===== src/rtl/iterative_shift_unit.sv =====
// Multi-cycle sll/srl/sra sequencer: applies the total shift as 0..3-bit steps,
// one per clock, with sign fill for arithmetic right shifts and a start/busy/done handshake.
module iterative_shift_unit #(
    parameter int WIDTH    = 32,
    parameter int SHAMT_W  = 5,
    parameter int STEP_MAX = 3
) (
    input  logic               clk,
    input  logic               rst,
    input  logic               start,
    input  logic [WIDTH-1:0]   operand,
    input  logic [SHAMT_W-1:0] shamt,
    input  logic               shift_left,
    input  logic               arith,
    output logic               busy,
    output logic               done,
    output logic [WIDTH-1:0]   result
);

    typedef enum logic [1:0] {
        ST_IDLE  = 2'd0,
        ST_SHIFT = 2'd1,
        ST_DONE  = 2'd2
    } state_t;

    state_t             state_r;
    state_t             state_s;
    logic [WIDTH-1:0]   data_r;
    logic [SHAMT_W-1:0] rem_r;
    logic               left_r;
    logic               arith_r;
    logic               sign_r;
    logic [WIDTH-1:0]   result_r;
    logic               busy_r;
    logic               done_r;

    logic               accept_s;
    logic [1:0]         step_s;
    logic [SHAMT_W-1:0] rem_next_s;
    logic               finish_s;
    logic               fill_s;
    logic [WIDTH-1:0]   shifted_s;

    // One 0..3-bit step; right shifts insert the fill bit into vacated top positions.
    function automatic logic [WIDTH-1:0] step_shift(
        input logic [WIDTH-1:0] d,
        input logic [1:0]       amt,
        input logic             left,
        input logic             fill
    );
        logic [WIDTH-1:0] r;
        case (amt)
            2'd0:    r = d;
            2'd1:    r = left ? {d[WIDTH-2:0], 1'b0}   : {fill, d[WIDTH-1:1]};
            2'd2:    r = left ? {d[WIDTH-3:0], 2'b00}  : {{2{fill}}, d[WIDTH-1:2]};
            2'd3:    r = left ? {d[WIDTH-4:0], 3'b000} : {{3{fill}}, d[WIDTH-1:3]};
            default: r = d;
        endcase
        return r;
    endfunction

    // Step selection and the next data/remaining values for the SHIFT state.
    always_comb begin
        accept_s   = start && ((state_r == ST_IDLE) || (state_r == ST_DONE));
        if (rem_r > SHAMT_W'(STEP_MAX)) begin
            step_s = 2'(STEP_MAX);
        end else begin
            step_s = rem_r[1:0];
        end
        rem_next_s = rem_r - {{(SHAMT_W-2){1'b0}}, step_s};
        finish_s   = (rem_next_s == {SHAMT_W{1'b0}});
        // Fill comes from the sign latched at acceptance, never from the shifting data.
        fill_s     = arith_r && !left_r && sign_r;
        shifted_s  = step_shift(data_r, step_s, left_r, fill_s);
    end

    // Next-state logic.
    always_comb begin
        state_s = state_r;
        case (state_r)
            ST_IDLE: begin
                if (start) begin
                    state_s = ST_SHIFT;
                end else begin
                    state_s = ST_IDLE;
                end
            end
            ST_SHIFT: begin
                if (finish_s) begin
                    state_s = ST_DONE;
                end else begin
                    state_s = ST_SHIFT;
                end
            end
            ST_DONE: begin
                if (start) begin
                    state_s = ST_SHIFT;
                end else begin
                    state_s = ST_IDLE;
                end
            end
            default: state_s = ST_IDLE;
        endcase
    end

    // State register with busy/done registered from the next state.
    always_ff @(posedge clk or posedge rst) begin
        if (rst) begin
            state_r <= ST_IDLE;
            busy_r  <= 1'b0;
            done_r  <= 1'b0;
        end else begin
            state_r <= state_s;
            busy_r  <= (state_s == ST_SHIFT);
            done_r  <= (state_s == ST_DONE);
        end
    end

    // Operand capture, stepping datapath and result update on the edge entering DONE.
    always_ff @(posedge clk or posedge rst) begin
        if (rst) begin
            data_r   <= {WIDTH{1'b0}};
            rem_r    <= {SHAMT_W{1'b0}};
            left_r   <= 1'b0;
            arith_r  <= 1'b0;
            sign_r   <= 1'b0;
            result_r <= {WIDTH{1'b0}};
        end else if (accept_s) begin
            data_r   <= operand;
            rem_r    <= shamt;
            left_r   <= shift_left;
            arith_r  <= arith;
            sign_r   <= operand[WIDTH-1];
        end else if (state_r == ST_SHIFT) begin
            data_r <= shifted_s;
            rem_r  <= rem_next_s;
            if (finish_s) begin
                result_r <= shifted_s;
            end
        end
    end

    assign busy   = busy_r;
    assign done   = done_r;
    assign result = result_r;

endmodule


===== config.mk =====
export PLATFORM = sky130hd
export DESIGN_NAME = iterative_shift_unit
export DESIGN_NICKNAME = d
export VERILOG_FILES = /design/src/rtl/iterative_shift_unit.sv
export SDC_FILE = /design/constraint.sdc
export NUM_CORES = 1
export LEC_CHECK = 0
export CORE_MARGIN = 2
export CORE_UTILIZATION = 40
export CTS_BUF_LIST = sky130_fd_sc_hd__clkbuf_4
export CTS_CLUSTER_DIAMETER = 30
export DETAILED_ROUTE_END_ITERATION = 7
export GPL_ROUTABILITY_DRIVEN = 0
export HOLD_SLACK_MARGIN = 0.05
export PLACE_DENSITY = 0.63
export RECOVER_POWER = 25
export SETUP_SLACK_MARGIN = 0.05
export SLEW_MARGIN = 20
export SYNTH_ARGS = -nofsm -noshare
export SYNTH_HDL_FRONTEND = slang
export SYNTH_SLANG_ARGS = --single-unit

===== constraint.sdc =====
create_clock -name clk -period 2.3 [get_ports clk]
set_input_delay 0.23 -clock clk [delete_from_list [all_inputs] [get_ports clk]]
set_output_delay 0.23 -clock clk [all_outputs]
set_load 0.05 [all_outputs]

==> results of run 1 <==
-- metrics by stage --
stage                     power [uW]  util (%)  instance area, um^2
after detailed placement       11380     48.50                 6759
after global routing           13250     49.36                 6878
after floorplan                 9100         -                 5797
final                          12250     49.36                 6878
after CTS                      12190     49.41                 6885
after global placement         11160     48.50                 6759
-- synthesized netlist by cell type (all sizes together) (2+ instances only) --
library cell,number,area share (%)
nor2,55,3.6
nand3,18,1.6
nand2b,27,2.9
o31ai,2,0.35
buf,38,4.2
dfrtp,76,33
nor4,3,0.85
or4,2,0.33
a31oi,27,6.6
and2,34,3.7
o2111ai,17,2.6
nor2b,6,0.65
nand4,2,0.22
o311ai,22,3.4
o32ai,22,3.4
o22ai,2,0.22
o21ai,47,4.2
a22oi,30,3.9
nor3,5,0.52
o211ai,2,0.26
a21boi,5,0.65
nand2,87,5.7
o21a,2,0.26
or3,2,0.22
a21oi,58,5.1
a221oi,6,0.92
a221o,3,0.52
clkbuf,28,1.9
inv,9,0.59
a32oi,3,0.46
o221ai,25,3.8
-- per-layer routing --
layer  vias to the layer above  track usage (%)
met2                       262            41.14
li1                       2748                -
met4                         0            10.87
met3                        46            4.808
met1                      2828            32.86
met5                         -                0
-- what timing repair did --
action | in CTS | in global routing
endpoints found under the hold margin | 3 | 0
endpoints found under the setup margin | 0 | 36
hold buffers | 1 | 0
gates resized for setup | 0 | 1
-- area by class of cell --
type	instances	share of cell area, %
flip-flops and latches	76	27.67
clock buffers	10	1.092
inverters	9	0.5094
well taps	180	3.275
multi-input cells	531	50.88
repair buffers	116	15.97
clock inverters	6	0.6003
-- power by group through the flow --
stage | clock [uW] | combinational (uW) | sequential [uW]
2_1_floorplan | 0 | 5820 | 3280
3_3_place_gp | 0 | 8490 | 2670
3_5_place_dp | 0 | 8690 | 2690
4_1_cts | 802 | 8720 | 2670
5_1_grt | 855 | 9610 | 2780
6_report | 772 | 8800 | 2680
-- cells by family (layout without fill, tap and decap cells) --
group,Yosys count,after routing
flops,76,76
fa+ha+maj,1,1
simple gates,244,244
compound gates,285,285
buf+inv,75,141
mux,1,1
-- worst paths after layout --
kind | start | end | slack, ps | cells after the start
worst max-delay path | rem_r[3] | data_r[17] | 110 | 5
worst min-delay path | arith | arith_r | 260 | 3
worst max register to register | rem_r[3] | data_r[17] | 110 | 5
worst min register to register | result[10] | result[10] | 490 | 2
max in group asynchronous | rst | rem_r[0] | 670 | 4
min in group asynchronous | rst | result[6] | 620 | 3
-- sequential cells by signal (all words and copies together) (netlist names) --
register,count
left_r,1
done,1
state_r,2
arith_r,1
data_r,32
busy,1
sign_r,1
rem_r,5
result,32
-- critical path, delay by kind of cell (launching register included) --
| kind | cells | cell delay, ps |
|---|---|---|
| AOI/OAI and AO/OA | 3 | 680 |
| buffers and inverters | 1 | 190 |
| and+or+nand+nor | 1 | 810 |
| DFF | 1 | 410 |
==> metrics.md, run 1 <==
| Metric | Value |
|---|---|
| Layout cells sized above 1 | 12.57% |
| Gate power share | 71.8% |
| M1 WL | 7839 um |
| P_leak | 0.002600 uW |
| Via count | 5,884 |
| Die area | 15,310 um^2 |
| CTS tree | done |
| Crit path kind | reg2reg |
| Main combinational cell family by area after synthesis | compound AO/OA/AOI/OAI gates |
| Synth async-reset ratio | 100.0% |
| Htree depth | 3 |
| Final Hold Fails | 0 |
| Root Driver | clkbuf_4 |
| Drt drc | 0 |
| Most frequent cells in the layout | nand2_1, dfrtp_1, clkdlybuf4s50_1 |
| Compound-Gate Fraction of Synth Area | 39.09% |
| Clock sink total | 76 |
| Pwr/cell area | 1781 nW/um^2 |
| Crit-path max FO | 26 |
| Clock latency on the worst-skew pair | 490 ps |
| Drt first pass iters | 6 |
| Final Max Tran Viols | 0 |
| Cell variety after synth | 62 |
| GRT Total Usage | 25.31% |
| Max cap viols | 0 |
| Reg power frac | 21.9% |
| Cts bufs inserted | 9 |
| Mux contribution to synthesized area | 0.1746% |
| Setup Skew | 23.88 ps |
| Clock Tree Buf Depth | 2 |
| Final worst setup slack | 109.2 ps |
| Syn_nets | 725 |
| Main synth FF type | dfrtp_1 |
| Post-synthesis instance total | 682 |
| FP Rows | 43 |
| HP Class | in2reg |
| Die Y | 123.7 um |
| Arrival time worst endpoint | 2590 ps |
| Largest net degree at the start of global routing | 58 |
| Syn avg cell area | 8.406 um^2 |
| Global-route wire length before repair | 30,220 um |
| Finish-stage setup viols | 0 |
| Footprint of the multi-input gates | 3500 um^2 |
| Postcts setup bufs | 0 |
| Post-synthesis adder-cell area fraction | 0.2182% |
| Diode count | 0 |
| Met3 WL | 1162 um |
| Final nets | 786 |
| Initial DRC count | 649 |
| CP max stage delay | 810 ps |
| Switching share of power | 55.00% |
| CP Launch Type | flip-flop |
| Slew @ Worst Pin | 734.4 ps |
| Initial antenna violation count | 0 |
| RSZ-0062 raised after global routing | true |
| Cell area after synthesis | 5733 um^2 |
| #FFs+latches synth | 76 |
| FILL cells | 1,337 |
| Min Tclk post-route | 2191 ps |
| Crit-path slowest cell | or4_4 |
| Clock power share | 6.3% |
| Met2 Routed Length | 8823 um |
| Number of global-route vias before repair | 5,921 |
| Hpwl dp | 12,810 um |
| WL per Instance | 19.72 um |
| Sw Pwr | 6736 uW |
| Antenna-violating nets left | 0 |
| Vias/cell | 6.341 |
| Simple logic cell fraction of the synthesized area | 20.71% |
| Setup WS pre-CTS | 110.8 ps |
| Worst Hold Slack | 256.4 ps |
| Crit path cell chain | buf_4 > or4_4 > a31oi_1 > o311ai_0 > o2111ai_1 |
| Initial Utilization | 41.14% |
| Outcome | finished clean |
| Final period util | 95.25% |
| Worst VDD drop | 0.6376 mV |
| Post-synth EDFFs | 0 |
| Synth Warn # | 0 |
| Fin Setup TNS | 0 ps |
| IO buf count | 75 |
| Placed cells | 911 |
| Max_slew headroom | 51.04% |
| Area delta synth->final | 19.97% |
| Xor/xnor share of the synthesized area | 0% |
| Kind of end point of the critical path | flip-flop |
| Clk pin slew, worst setup/hold paths | 140 ps |
| P_int | 5512 uW |
| Crit path required time | 2700 ps |
| Routed Wire Length | 18,300 um |
| Register area share after synthesis | 33.17% |
| GRT Residual Overflow | 0 |
| Register area | 1903 um^2 |
| Most common cell after layout, fill and taps aside | nand2_1 |
| Achievable Freq | 456.5 MHz |
| Core Area | 13,930 um^2 |
| Die X | 123.7 um |
| Post-Layout Cell Count | 928 |
| Ports | 76 |
| Highest metal used | met4 |
Power figures use the tool's default switching activity.
==> run 2, diff against run 1 <==
Settings changed: GPL_TIMING_DRIVEN set to 0.
==> run 2 against run 1 <==
  * Final area grew 4.9%
  * Via count grew 9.2%
  * Global-route usage grew 4.1 points
  * Clock power grew 7.4%
  * Clock skew grew 6.7 ps
  * Non-clock buffer count grew 39
  * First-iteration DRC count grew 32%
  * Clock-buffer cell count shrank 1
  * Critical endpoint is now result[1]
  * Largest power group unchanged
==> metrics.md, run 2 (synthesized netlist as in run 1, its figures left out) <==
| Metric | Value |
|---|---|
| WL per Instance | 22.85 um (was 19.72 um) |
| Final nets | 825 (was 786) |
| Finish-stage setup viols | 0 (unchanged) |
| Vias/cell | 6.644 (was 6.341) |
| Clock Tree Buf Depth | 2 (unchanged) |
| Reg power frac | 19.7% (was 21.9%) |
| GRT Total Usage | 29.37% (was 25.31%) |
| Via count | 6,425 (was 5,884) |
| Min Tclk post-route | 2217 ps (was 2191 ps) |
| Area delta synth->final | 25.82% (was 19.97%) |
| Initial DRC count | 859 (was 649) |
| Root Driver | clkbuf_4 (unchanged) |
| Final period util | 96.39% (was 95.25%) |
| Max_slew headroom | 8.270% (was 51.04%) |
| CP startpoint | rem_r[2] (was rem_r[3]) |
| CTS tree | done (unchanged) |
| Clock latency on the worst-skew pair | 520 ps (was 490 ps) |
| Crit path cell chain | or3_1 > clkbuf_8 > nand2b_4 > ha_4 > inv_4 > a2111oi_4 > nand2_2 > buf_12 > buf_12 > o41ai_4 (was buf_4 > or4_4 > a31oi_1 > o311ai_0 > o2111ai_1) |
| Final Max Tran Viols | 0 (unchanged) |
| Pwr/cell area | 1845 nW/um^2 (was 1781 nW/um^2) |
| Reg2reg end | result[1] (was data_r[17]) |
| Final Hold Fails | 0 (unchanged) |
| Final core utilization | 51.76% (was 49.36%) |
| Die X | 123.7 um (unchanged) |
| IO buf count | 75 (unchanged) |
| Achievable Freq | 451.1 MHz (was 456.5 MHz) |
| Initial antenna violation count | 0 (unchanged) |
| Core Area | 13,930 um^2 (unchanged) |
| Largest net degree at the start of global routing | 48 (was 58) |
| Cts bufs inserted | 9 (unchanged) |
| Number of global-route vias before repair | 6,354 (was 5,921) |
| Initial Utilization | 41.14% (unchanged) |
| Gate power share | 74.1% (was 71.8%) |
| Antenna-violating nets left | 0 (unchanged) |
| Crit path kind | reg2reg (unchanged) |
| Slew @ Worst Pin | 1368 ps (was 734.4 ps) |
| CP Launch Type | flip-flop (unchanged) |
| Drt drc | 0 (unchanged) |
| Final worst setup slack | 83.14 ps (was 109.2 ps) |
| Clock sink total | 76 (unchanged) |
| Die area | 15,310 um^2 (unchanged) |
| FILL cells | 1,320 (was 1,337) |
| Most common cell after layout, fill and taps aside | nand2_1 (unchanged) |
| Crit path required time | 2710 ps (was 2700 ps) |
| CP bufs+invs | 4 (was 1) |
| Drt first pass iters | 7 (was 6) |
| RSZ-0062 raised after global routing | true (unchanged) |
| Reg2reg path depth | 10 (was 5) |
| Global-route wire length before repair | 34,180 um (was 30,220 um) |
| HP Class | in2reg (unchanged) |
| Routed Wire Length | 22,100 um (was 18,300 um) |
| Kind of end point of the critical path | flip-flop (unchanged) |
| Setup Skew | 30.58 ps (was 23.88 ps) |
| Clock power share | 6.2% (was 6.3%) |
| R2r setup slk | 80 ps (was 110 ps) |
| Crit-path slowest cell | dfrtp_1 (was or4_4) |
| Most used cell, CP | buf_12 |
| Worst VDD drop | 0.7719 mV (was 0.6376 mV) |
| Arrival time worst endpoint | 2630 ps (was 2590 ps) |
| Most frequent cells in the layout | nand2_1, dfrtp_1, clkdlybuf4s50_1 (unchanged) |
| Hpwl dp | 15,370 um (was 12,810 um) |
| Diode count | 0 (unchanged) |
| Top Family by Delay on Critical Path | simple AND/OR/NAND/NOR gates (unchanged) |
| Htree depth | 3 (unchanged) |
| Setup WS pre-CTS | -592.1 ps (was 110.8 ps) |
| Total power | 13,310 uW (was 12,250 uW) |
| FP Rows | 43 (unchanged) |
| Die Y | 123.7 um (unchanged) |
| Crit Reg-Reg Startpoint | rem_r[2] (was rem_r[3]) |
| Layout cells sized above 1 | 14.87% (was 12.57%) |
| CP max stage delay | 400 ps (was 810 ps) |
| Outcome | finished clean (unchanged) |
| Ports | 76 (unchanged) |
| Clk pin slew, worst setup/hold paths | 150 ps (was 140 ps) |
| Crit-path max FO | 9 (was 26) |
| Max cap viols | 0 (unchanged) |
| P_int | 5868 uW (was 5512 uW) |
| Setup crit end | result[1] (was data_r[17]) |
| GRT Residual Overflow | 0 (unchanged) |
| Fin Setup TNS | 0 ps (unchanged) |
| Sw Pwr | 7438 uW (was 6736 uW) |
| Switching share of power | 55.90% (was 55.00%) |
| P_leak | 0.002765 uW (was 0.002600 uW) |
| Worst path depth | 10 (was 5) |
-- run 2: changes by cell type in the layout (fill, tap and decap cells not counted), moves of 4 or more --
cell,before,now
clkbuf_1,0,17
clkbuf_4,11,15
buf_2,0,17
buf_8,0,5
buf_6,0,6
buf_4,36,13
inv_6,0,4
clkbuf_2,0,7
-- run 2: power by group through the flow --
stage               logic, uW  registers (uW)  clock network, uW
CTS                      9320            2590                848
floorplan                5820            3280                  0
global route            10500            2700                908
finish                   9850            2620                829
global placement         8850            2590                  0
detailed placement       9030            2620                  0
-- run 2: repair_timing --
item	in CTS	in global routing
setup buffers	9	3
hold buffers	0	0
pin swaps	3	4
endpoints found under the setup margin	52	62
gates cloned	0	3
resized for setup	19	41
-- run 2: metrics by stage --
step                      hold WS [ps]  cell area [um^2]  std cells
final                            228.9              7213        967
after global routing             254.1              7213        967
after CTS                        63.31              7059        963
after detailed placement         464.4              6803        938
after global placement           461.2              6773        937
after floorplan                  335.4              5797        682
-- run 2: metal layers --
layer,vias to the layer above,part of all wire (%),GRT usage (%)
li1,2826,-,-
met1,3090,41,38.84
met2,422,46,46.05
met3,87,8.4,5.266
met4,0,4.1,14.91
met5,-,0,0
-- run 2: area by class of cell --
cell class / instances / area, um^2 / share of cell area (%)
plain buffers: 64 / 456.7 / 6.331
clock buffers: 9 / 67.56 / 0.9367
clock inverters: 7 / 57.56 / 0.7979
inverters: 9 / 37.54 / 0.5204
multi-input cells: 531 / 3527 / 48.90
flip-flops and latches: 76 / 1902 / 26.37
well taps: 180 / 225.2 / 3.122
repair buffers: 91 / 939.7 / 13.03
-- run 2: worst min path at each step --
| stage | start | endpoint | cells past startpoint |
|---|---|---|---|
| 2_1_floorplan | arith | arith_r | 2 |
| 3_3_place_gp | sign_r | sign_r | 2 |
| 3_5_place_dp | result[23] | result[23] | 1 |
| 4_1_cts | rst | data_r[6] | 2 |
| 5_1_grt | operand[0] | data_r[0] | 3 |
| 6_report | arith | arith_r | 3 |
-- run 2: worst min-delay path, cell delays in order --
cell and delay (ps):
clkdlybuf4s50_1 390, nand2_1 50, nand2_1 40
==> run 3, diff against run 2 <==
Settings changed: RECOVER_POWER 25 to 100.
==> run 3 against run 2 <==
  * Total power shrank 1.7%
  * First-iteration DRC count shrank 0.47%
  * Hold slack got worse by 6.3 ps
  * Routed wire length up 0.40%
  * Clock skew is 2.3 ps lower
  * Clock-buffer cell count unchanged
  * Sequential cell count stayed put
  * Final cell count is the same
  * Largest power group unchanged
==> metrics.md, run 3 (synthesized netlist as in run 1, its figures left out) <==
| Metric | Value |
|---|---|
| Total power | 13,080 uW (was 13,310 uW) |
| Most frequent cells in the layout | nand2_1, dfrtp_1, a21oi_1 (was nand2_1, dfrtp_1, clkdlybuf4s50_1) |
| Antenna-violating nets left | 0 (unchanged) |
| Setup Skew | 28.25 ps (was 30.58 ps) |
| IO buf count | 75 (unchanged) |
| Clock latency on the worst-skew pair | 520 ps (about the same) |
| Final Hold Fails | 0 (unchanged) |
| Global-route wire length before repair | 34,180 um (unchanged) |
| Footprint of the multi-input gates | 3506 um^2 (was 3527 um^2) |
| Crit-path max FO | 9 (unchanged) |
| Die X | 123.7 um (unchanged) |
| CP Launch Type | flip-flop (unchanged) |
| Crit path required time | 2710 ps (about the same) |
| Routed Wire Length | 22,190 um (was 22,100 um) |
| FP Rows | 43 (unchanged) |
| Die area | 15,310 um^2 (unchanged) |
| WL per Instance | 22.94 um (was 22.85 um) |
| Drt drc | 0 (unchanged) |
| Die Y | 123.7 um (unchanged) |
| Diode count | 0 (unchanged) |
| Initial DRC count | 855 (was 859) |
| Root Driver | clkbuf_4 (unchanged) |
| Max_slew headroom | 8.369% (was 8.270%) |
| Achievable Freq | 448.5 MHz (was 451.1 MHz) |
| Layout cells sized above 1 | 14.49% (was 14.87%) |
| Clock sink total | 76 (unchanged) |
| Min Tclk post-route | 2230 ps (was 2217 ps) |
| Vias/cell | 6.667 (was 6.644) |
| Worst Hold Slack | 222.6 ps (was 228.9 ps) |
| Number of global-route vias before repair | 6,354 (unchanged) |
| Slew @ Worst Pin | 1367 ps (was 1368 ps) |
| P_leak | 0.002789 uW (was 0.002765 uW) |
| GRT Residual Overflow | 0 (unchanged) |
| Register area | 1902 um^2 (unchanged) |
| FILL cells | 1,337 (was 1,320) |
| Largest net degree at the start of global routing | 48 (unchanged) |
| Via count | 6,447 (was 6,425) |
| Cts bufs inserted | 9 (unchanged) |
| Core Area | 13,930 um^2 (unchanged) |
| CTS tree | done (unchanged) |
| Final period util | 96.94% (was 96.39%) |
| Outcome | finished clean (unchanged) |
| Post-DP Area | 6803 um^2 (unchanged) |
| Most common cell after layout, fill and taps aside | nand2_1 (unchanged) |
| Initial Utilization | 41.14% (unchanged) |
| Final Max Tran Viols | 0 (unchanged) |
| Area delta synth->final | 24.18% (was 25.82%) |
| Ports | 76 (unchanged) |
| Fin area | 7119 um^2 (was 7213 um^2) |
| Pwr/cell area | 1837 nW/um^2 (was 1845 nW/um^2) |
| GRT Total Usage | 29.37% (unchanged) |
| Kind of end point of the critical path | flip-flop (unchanged) |
| Clock Tree Buf Depth | 2 (unchanged) |
| Final nets | 825 (unchanged) |
| Worst VDD drop | 0.7473 mV (was 0.7719 mV) |
| HP Class | in2reg (unchanged) |
| Arrival time worst endpoint | 2640 ps (was 2630 ps) |
| Initial antenna violation count | 0 (unchanged) |
| Clk pin slew, worst setup/hold paths | 150 ps (about the same) |
| Crit path kind | reg2reg (unchanged) |
| Hpwl dp | 15,370 um (unchanged) |
| Htree depth | 3 (unchanged) |
| Finish-stage setup viols | 0 (unchanged) |
| Drt first pass iters | 8 (was 7) |
| Max cap viols | 0 (unchanged) |
| RSZ-0062 raised after global routing | true (unchanged) |
| Final core utilization | 51.09% (was 51.76%) |
## run 3: cell count changes in the layout (fill, tap and decap cells not counted), moves of 2 or more
cell             delta
clkdlybuf4s50_1    -34
dlygate4sd3_1      +34
clkbuf_2           +10
o21ai_0             +5
and2_0              +4
and2_1              -4
buf_2               -4
o21ai_1             -4
clkbuf_16           -2
## run 3: stage by stage
| step | setup slack [ps] | setup TNS, ps | std cells |
|---|---|---|---|
| floorplan | 85.71 | 0 | 682 |
| global placement | -1315 | -117240 | 937 |
| detailed placement | -592.1 | -17460 | 938 |
| CTS | 12.33 | 0 | 963 |
| global route | 10.53 | 0 | 967 |
| finish | 70.49 | 0 | 967 |
## run 3: worst paths after layout
path,startpoint,to,slack (ps),depth (start not counted)
max,rem_r[2],result[30],70,11
min,arith,arith_r,220,3
max reg2reg,rem_r[2],result[30],70,11
min in group asynchronous,rst,data_r[6],430,2
min reg2reg,result[4],result[4],490,2
max in group asynchronous,rst,data_r[19],500,3
## run 3: power by group
| group | total (uW) | switching, uW | leakage (uW) | internal [uW] |
|---|---|---|---|---|
| sequential | 2610 | 618 | 0.000938 | 1990 |
| combinational | 9640 | 6190 | 0.00179 | 3450 |
| clock | 830 | 595 | 0.0000600 | 235 |
## run 3: routing by layer
metal / wire, um / vias up / GRT usage (%)
met1: 9216 / 3139 / 38.84
met4: 908 / 0 / 14.91
met3: 1889 / 85 / 5.266
met2: 10170 / 395 / 46.05
li1: - / 2828 / -
met5: 0 / - / 0
## run 3: what timing repair did
item                                    CTS  global route
pin swaps                                 3             4
endpoints found under the setup margin   52            62
cloned                                    0             3
buffers inserted                          9             3
resized for setup                        19            41
hold buffers                              0             0
## run 3: layout make-up
cell class	instances	share of cell area [%]
multi-input cells	531	49.24
well taps	180	3.163
repair buffers	91	12.60
flip-flops and latches	76	26.71
clock inverters	7	0.8084
plain buffers	64	5.993
clock buffers	9	0.9490
inverters	9	0.5272
## run 3: worst max-delay path, stage by stage, from the launching register on
cell	delay, ps
dfrtp_1	400
or3_1	380
clkbuf_8	170
nand2b_4	80
ha_4	150
inv_4	40
a2111oi_4	250
nand2_2	110
buf_6	190
clkbuf_2	200
nand2_1	90
o21ai_0	80
